## config.mk

```make
export PLATFORM = sky130hd
export DESIGN_NAME = seq_pattern_tx
export DESIGN_NICKNAME = d
export VERILOG_FILES = /design/src/rtl/seq_pattern_tx.sv
export SDC_FILE = /design/constraint.sdc
export NUM_CORES = 1
export LEC_CHECK = 0
export ABC_AREA = 1
export CAP_MARGIN = 20
export CORE_ASPECT_RATIO = 1.5
export CORE_MARGIN = 1.5
export CORE_UTILIZATION = 44
export CTS_BUF_LIST = sky130_fd_sc_hd__clkbuf_8
export DETAILED_ROUTE_END_ITERATION = 6
export GPL_TIMING_DRIVEN = 1
export PLACE_DENSITY = 0.68
export SYNTH_ARGS = -nofsm -noshare
export SYNTH_HDL_FRONTEND = slang
export SYNTH_SLANG_ARGS = --single-unit
```

## constraint.sdc

```tcl
create_clock -name ck -period 2.1 [get_ports ck]
set_clock_uncertainty 0.15 [all_clocks]
set_input_delay 0.63 -clock ck [delete_from_list [all_inputs] [get_ports ck]]
set_output_delay 0.63 -clock ck [all_outputs]
set_load 0.05 [all_outputs]
```

## src/rtl/seq_pattern_tx.sv

```systemverilog
// Serial frame transmitter: sends word[len:0] MSB-first, repeated rep+1 times with GAP idle cycles.
// Optional even-parity bit after each frame when SEQ_PATTERN_TX_PARITY_EN is defined.
module seq_pattern_tx #(
    parameter int GAP = 1
) (
    input  logic       ck,
    input  logic       rs,
    input  logic       start,
    input  logic [7:0] word,
    input  logic [2:0] len,
    input  logic [1:0] rep,
    output logic       data,
    output logic       dvalid,
    output logic       busy,
    output logic       done
);

    typedef enum logic [2:0] {
        S_IDLE,
        S_SHIFT,
        S_GAP,
`ifdef SEQ_PATTERN_TX_PARITY_EN
        S_PAR,
`endif
        S_DONE
    } state_t;

    state_t     state_q, state_d;
    logic [7:0] word_q, word_d;
    logic [2:0] len_q, len_d;
    logic [2:0] bit_q, bit_d;
    logic [1:0] rep_q, rep_d;
    logic [3:0] gap_q, gap_d;
    logic       data_q, data_d;
    logic       dvalid_q, dvalid_d;
    logic       busy_q, busy_d;
    logic       done_q, done_d;
    logic       frame_end;

`ifdef SEQ_PATTERN_TX_PARITY_EN
    function automatic logic frame_par(input logic [7:0] w, input logic [2:0] l);
        logic p;
        p = 1'b0;
        for (int i = 0; i < 8; i++) begin
            if (i <= int'(l)) p = p ^ w[i];
        end
        return p;
    endfunction
`endif

    always_comb begin
        state_d   = state_q;
        word_d    = word_q;
        len_d     = len_q;
        bit_d     = bit_q;
        rep_d     = rep_q;
        gap_d     = gap_q;
        frame_end = 1'b0;

        unique case (state_q)
            S_IDLE: begin
                if (start) begin
                    word_d  = word;
                    len_d   = len;
                    rep_d   = rep;
                    bit_d   = len;
                    state_d = S_SHIFT;
                end
            end
            S_SHIFT: begin
                if (bit_q != 3'd0) begin
                    bit_d = bit_q - 3'd1;
                end else begin
`ifdef SEQ_PATTERN_TX_PARITY_EN
                    state_d = S_PAR;
`else
                    frame_end = 1'b1;
`endif
                end
            end
`ifdef SEQ_PATTERN_TX_PARITY_EN
            S_PAR: frame_end = 1'b1;
`endif
            S_GAP: begin
                if (gap_q <= 4'd1) begin
                    state_d = S_SHIFT;
                    bit_d   = len_q;
                end else begin
                    gap_d = gap_q - 4'd1;
                end
            end
            S_DONE:  state_d = S_IDLE;
            default: state_d = S_IDLE;
        endcase

        // One frame finished: either start the next repeat or wrap up.
        if (frame_end) begin
            if (rep_q != 2'd0) begin
                rep_d = rep_q - 2'd1;
                bit_d = len_q;
                if (GAP > 0) begin
                    state_d = S_GAP;
                    gap_d   = 4'(GAP);
                end else begin
                    state_d = S_SHIFT;
                end
            end else begin
                state_d = S_DONE;
            end
        end

        data_d   = 1'b0;
        dvalid_d = 1'b0;
        busy_d   = 1'b0;
        done_d   = 1'b0;
        unique case (state_d)
            S_SHIFT: begin
                data_d   = word_d[bit_d];
                dvalid_d = 1'b1;
                busy_d   = 1'b1;
            end
`ifdef SEQ_PATTERN_TX_PARITY_EN
            S_PAR: begin
                data_d   = frame_par(word_d, len_d);
                dvalid_d = 1'b1;
                busy_d   = 1'b1;
            end
`endif
            S_GAP:   busy_d = 1'b1;
            S_DONE:  done_d = 1'b1;
            default: ;
        endcase
    end

    always_ff @(posedge ck) begin
        if (rs) begin
            state_q  <= S_IDLE;
            word_q   <= '0;
            len_q    <= '0;
            bit_q    <= '0;
            rep_q    <= '0;
            gap_q    <= '0;
            data_q   <= 1'b0;
            dvalid_q <= 1'b0;
            busy_q   <= 1'b0;
            done_q   <= 1'b0;
        end else begin
            state_q  <= state_d;
            word_q   <= word_d;
            len_q    <= len_d;
            bit_q    <= bit_d;
            rep_q    <= rep_d;
            gap_q    <= gap_d;
            data_q   <= data_d;
            dvalid_q <= dvalid_d;
            busy_q   <= busy_d;
            done_q   <= done_d;
        end
    end

    assign data   = data_q;
    assign dvalid = dvalid_q;
    assign busy   = busy_q;
    assign done   = done_q;

endmodule

```

# Word level (Yosys, flattened, before mapping)
# Index checks and enable logic that the tools add are counted.
# word_totals
inputBits	16
elab_cells	55
output_inout_bits	4
regBits	27
# classes
n_addsub	3
muxes	28
n_eq_ne	5
n_bitwise	1
n_reduce_logical	6
order_cmp	2
# ops
op	count
2-to-1 mux 3 bit	8
case mux 3 bit (3 select lines)	2
2-to-1 mux 4 bit	4
2-to-1 mux 8 bit	2
equality test 3 x 2 -> 1 bit, second input constant	3
2-to-1 mux 2 bit	4
2-to-1 mux 1 bit	7
equality test 3 x 1 -> 1 bit, second input constant	2
less-or-equal comparator 4 x 1 -> 1 bit, second input constant	1
< comparator 3 x 4 -> 1 bit, second input constant	1
OR reduction 2 bit	2
subtractor 4 x 1 -> 4 bit, second input constant	1
binary-select mux 1 bit (select 3 bit)	1
zero test 3 bit	1
nonzero test 3 bit	1
subtractor 3 x 1 -> 3 bit, second input constant	1
AND reduction 2 bit	1
nonzero test 2 bit	1
subtractor 2 x 1 -> 2 bit, second input constant	1
NOT 1 bit	1

# Depth between registers and ports, before layout
# Gate-level depths: netlist (run 1).
# logic_depth
ltp_word	7
depth_mapped	17
ltp_nobuf	17

# Worst setup path after synthesis (run 1)
# No wires, ideal clock.
# synth_timing
kind	register to register
start	register bit_q[0]
end	register data_q, in the netlist data
period_less_slack_ns	1.870
path_stages_with_launch	14
required_time_ns	1.837
slack_ns	0.230
arrival_ns	1.607
path_buffers	0
cell_sequence	dfxtp_1 > inv_1 > ha_1 > inv_1 > nor2_2 > nand3_4 > nor2_4 > inv_4 > nand2_4 > nand2_4 > a21boi_0 > nor2_2 > nor2_1 > nor2_1
# synth_via
elab_chain_cells	7
elab_cells_between_ends	16
cone_classes	1 x add/sub; 1 x eq/ne; 11 x mux; 1 x bitwise; 2 x reduce/logical
# synth_rtl
item	line_no	text
start, declared	31	logic [2:0] bit_q, bit_d;
start signal, assigned	151	bit_q <= bit_d;
subtractor 3 x 1 -> 3 bit / nonzero test 3 bit (equally long branches)	72, 71	
2-to-1 mux 3 bit / 2-to-1 mux 1 bit (equally long branches)	71	if (bit_q != 3'd0) begin
case mux 3 bit (3 select lines) / 2-to-1 mux 1 bit (equally long branches)	60	unique case (state_q)
2-to-1 mux 3 bit (on tied branches)	98, 97	
2-to-1 mux 3 bit / equality test 3 x 1 -> 1 bit (equally long branches)	97, 116	
binary-select mux 1 bit (select 3 bit) / NOT 1 bit (equally long branches)	-	
2-to-1 mux 1 bit (implied by the code) / OR reduction 2 bit (equally long branches)	-	
end signal, assigned	154	data_q <= data_d;
end, declared	34	logic data_q, data_d;
# Several ways; a longest one is shown, not always the timed one. The select of a mux whose other input is x is not followed.
# A chain may end at the register's enable or synchronous reset.

# Final worst setup path (run 1)
# Ends and elaborated chain as after synthesis.

==> impl_metrics.py, run 1 <==
metrics = {
    "status": {
        "status": "finished clean",
    },
    "global_routing": {
        "overflow": 0,
        "grt_pass1_wl_um": 5290,
        "met2_usage_pct": 37.2,
        "grt.met1_usage_pct": 18.9,
        "antenna_found_initial": 0,
        "use_met3_pct": 2.25,
        "grt_pass1_vias": 1262,
        "grt_max_degree": 16,
        "grt.total_usage_pct": 19.1,
        "gr-max-usage-layer": "met2",
    },
    "setup_path": {
        "rr_worst_depth": 15,
        "crit_path_start_kind": "register",
        "r2r_slack_ns": 0.14,
        "cp_top_family": "simple AND/OR/NAND/NOR gates",
        "rr_startpoint": "bit_q[0]",
        "crit_type": "reg -> reg",
        "rr_endpoint": "data",
        "cp_slowest_cell": "dfxtp_2",
        "required_ns": 2.13,
        "end_kind": "register",
        "cp_common_cell": "nor2_1",
        "worst-path-max-fanout": 5,
        "setup.worst_path.start": "bit_q[0]",
        "crit_path_cell_trace": "inv_1 -> ha_1 -> inv_1 -> nor2_4 -> nand3_4 -> nor2_4 -> inv_4 -> nand2_4 -> inv_2 -> nor2_1 -> a21oi_2 -> nand3_1 -> nand2_1 -> nor2_1 -> nor2_1",
        "critPathBufInv": 4,
        "critPathArrivalTime_ns": 1.99,
        "critical_path.max_stage_delay_ns": 0.34,
    },
    "finish": {
        "area_growth_pct": 34.0,
        "mostFrequentLayoutCell": "buf_4",
        "fillers": 282,
        "final_cell_mix": "buf_4 (28), nand2_1 (26), nor2_1 (24), dfxtp_1 (24), inv_1 (21)",
        "regArea_sq_um": 544,
        "multi_input_area_sq_um": 812,
        "nets": 247,
        "fin_area_sq_um": 1920,
        "antenna_cells": 0,
        "drive_gt1_share_pct": 32.3,
        "postLayoutCoreUtil_pct": 61.3,
    },
    "yosys": {
        "synthFlopType": "dfxtp_1",
        "synth_edf_count": 0,
        "syn_area_sq_um": 1430,
        "synth_cells": 182,
        "ys_ff_latch": 27,
        "ys_seq_area_share_pct": 37.8,
        "synthArstFlopShare_pct": 0,
        "syn_avg_cell_area_sq_um": 7.86,
        "yosysWarnings": 0,
        "synth_nets": 202,
        "synth.distinct_cells": 30,
    },
    "worst_hold_path": {
        "min_delay_worst_endpoint": "len_q[1]",
        "hold_path_depth": 2,
        "hold_path.class": "reg -> reg",
        "min_from": "len_q[1]",
    },
    "route": {
        "totalWireLength_um": 3180,
        "drc": 0,
        "wl_per_cell_um": 11.9,
        "ant_nets": 0,
        "first_pass_iters": 4,
        "drtIter0Drc": 20,
        "vias": 1338,
        "routed_via_density": 5.03,
    },
    "die": {
        "core-area_sq_um": 3130,
        "num_io_pins": 20,
        "initial_utilization_pct": 45.8,
        "row_count": 25,
        "die_w_um": 49.6,
        "die-area_sq_um": 3610,
        "die_h_um": 72.9,
    },
    "job": {
        "drv_cap": 0,
    },
    "clock_tree": {
        "h-tree-depth": 1,
        "cts_tree": "built",
        "clk_latency_ns": 0.27,
        "cts-buffers-inserted": 3,
        "path_clk_slew_ns": 0.10,
        "root_buffer": "clkbuf_8",
        "clk_path_buf_depth": 2,
        "postCtsHoldBufs": 0,
        "clkSinkCount": 27,
    },
    "power_and_ir_drop": {
        "power_density_nw_per_um2": 577,
        "peakVddDrop_v": 0.000380,
        "power_leakage_uw": 0.000898,
        "power_uw": 1110,
    },
    "timing": {
        "fin_crit_sh_pct": 93.5,
        "tns_ns": 0,
        "setup_viol": 0,
        "finalHoldViolCount": 0,
        "fmax_ghz": 0.509,
        "finalMaxSlewViolations": 0,
        "fin_crit_ns": 1.96,
        "worst_slack_ns": 0.136,
    },
    "place": {
        "globalplace.congestion": 0.901,
        "io_buffers": 19,
        "place_ws_ns": -0.381,
        "hpwl_um": 2540,
        "place_area_sq_um": 1790,
    },
}
==> power breakdown <==
part           switching, uW  internal (uW)
logic                    136            125
clock network            159            133
registers               17.1            536
==> repair_timing <==
action	4_1_cts	5_1_grt
gates resized for setup	8	6
buffers inserted	2	3
setup endpoints to repair	1	1
pin swaps	1	2
hold endpoints to repair	0	0
==> how the worst max path moves through the flow <==
stage | endpoint | slack [ns] | cells past startpoint
after floorplan | data | 0.23 | 13
after global placement | data | -0.30 | 9
after detailed placement | data | -0.38 | 12
after CTS | data | 0.05 | 15
after global routing | data | -0.004 | 16
final | data | 0.14 | 15
==> per-layer routing <==
layer	vias up	wire length (um)
met4	0	130
met5	-	0
met2	31	1770
met3	10	89
li1	666	-
met1	631	1190
==> logic make-up after synthesis <==
| kind of cell | count (synthesis) | share of synthesized area, % |
|---|---|---|
| flops | 27 | 37.8 |
| mux | 8 | 5.59 |
| other cells | 1 | 0.262 |
| fa+ha+maj | 4 | 3.50 |
| simple gates | 91 | 35.3 |
| compound gates | 20 | 8.48 |
| buf+inv | 30 | 8.48 |
| xor+xnor | 1 | 0.612 |
==> stage by stage <==
step	std cells	hold WS, ns
2_1_floorplan	182	0.294
3_3_place_gp	257	0.302
3_5_place_dp	257	0.316
4_1_cts	263	0.328
5_1_grt	266	0.352
6_report	266	0.325
==> worst reg2reg max path: cells and delay by family (launching register included) <==
family / cells / cell delay (ns)
buf+inv: 4 / 0.29
compound gates: 1 / 0.06
simple gates: 9 / 0.87
flops: 1 / 0.34
fa+ha+maj: 1 / 0.17
==> area by class of cell <==
class | instances | area share, %
inverters | 27 | 5.54
clock inverters | 1 | 0.261
clock buffers | 3 | 2.15
flip-flops and latches | 27 | 28.4
multi-input cells | 125 | 42.3
repair buffers | 43 | 18.7
well taps | 40 | 2.61
==> registers in the layout, summed over array words and instances (netlist names) <==
| signal | count |
|---|---|
| word_q | 8 |
| gap_q | 4 |
| bit_q | 3 |
| len_q | 3 |
| state_q | 3 |
| rep_q | 2 |
| busy | 1 |
| data | 1 |
| done | 1 |
| dvalid | 1 |
==> cell usage after synthesis (4+ instances only) <==
cell type  number  area (sq um)
o21ai_0         5          25.0
dfxtp_1        27           541
nand2_4         5          56.3
nand2_2         8          50.1
nand3_1         9          45.0
nand2_1        27           101
nor2_1         25          93.8
a21oi_1         8          40.0
ha_1            4          50.1
mux2i_1         8          80.1
inv_1          21          78.8
inv_2           4          15.0
(Power assumes the default switching activity.)
==> inputs of run 2 (changes only) <==
--- a/config.mk
+++ b/config.mk
@@ -6,7 +6,6 @@
 export NUM_CORES = 1
 export LEC_CHECK = 0
 export ABC_AREA = 1
-export CAP_MARGIN = 20
 export CORE_ASPECT_RATIO = 1.5
 export CORE_MARGIN = 1.5
 export CORE_UTILIZATION = 44
==> results of run 2 <==
The final DEF is identical to that of run 1; final timing and power are the same.
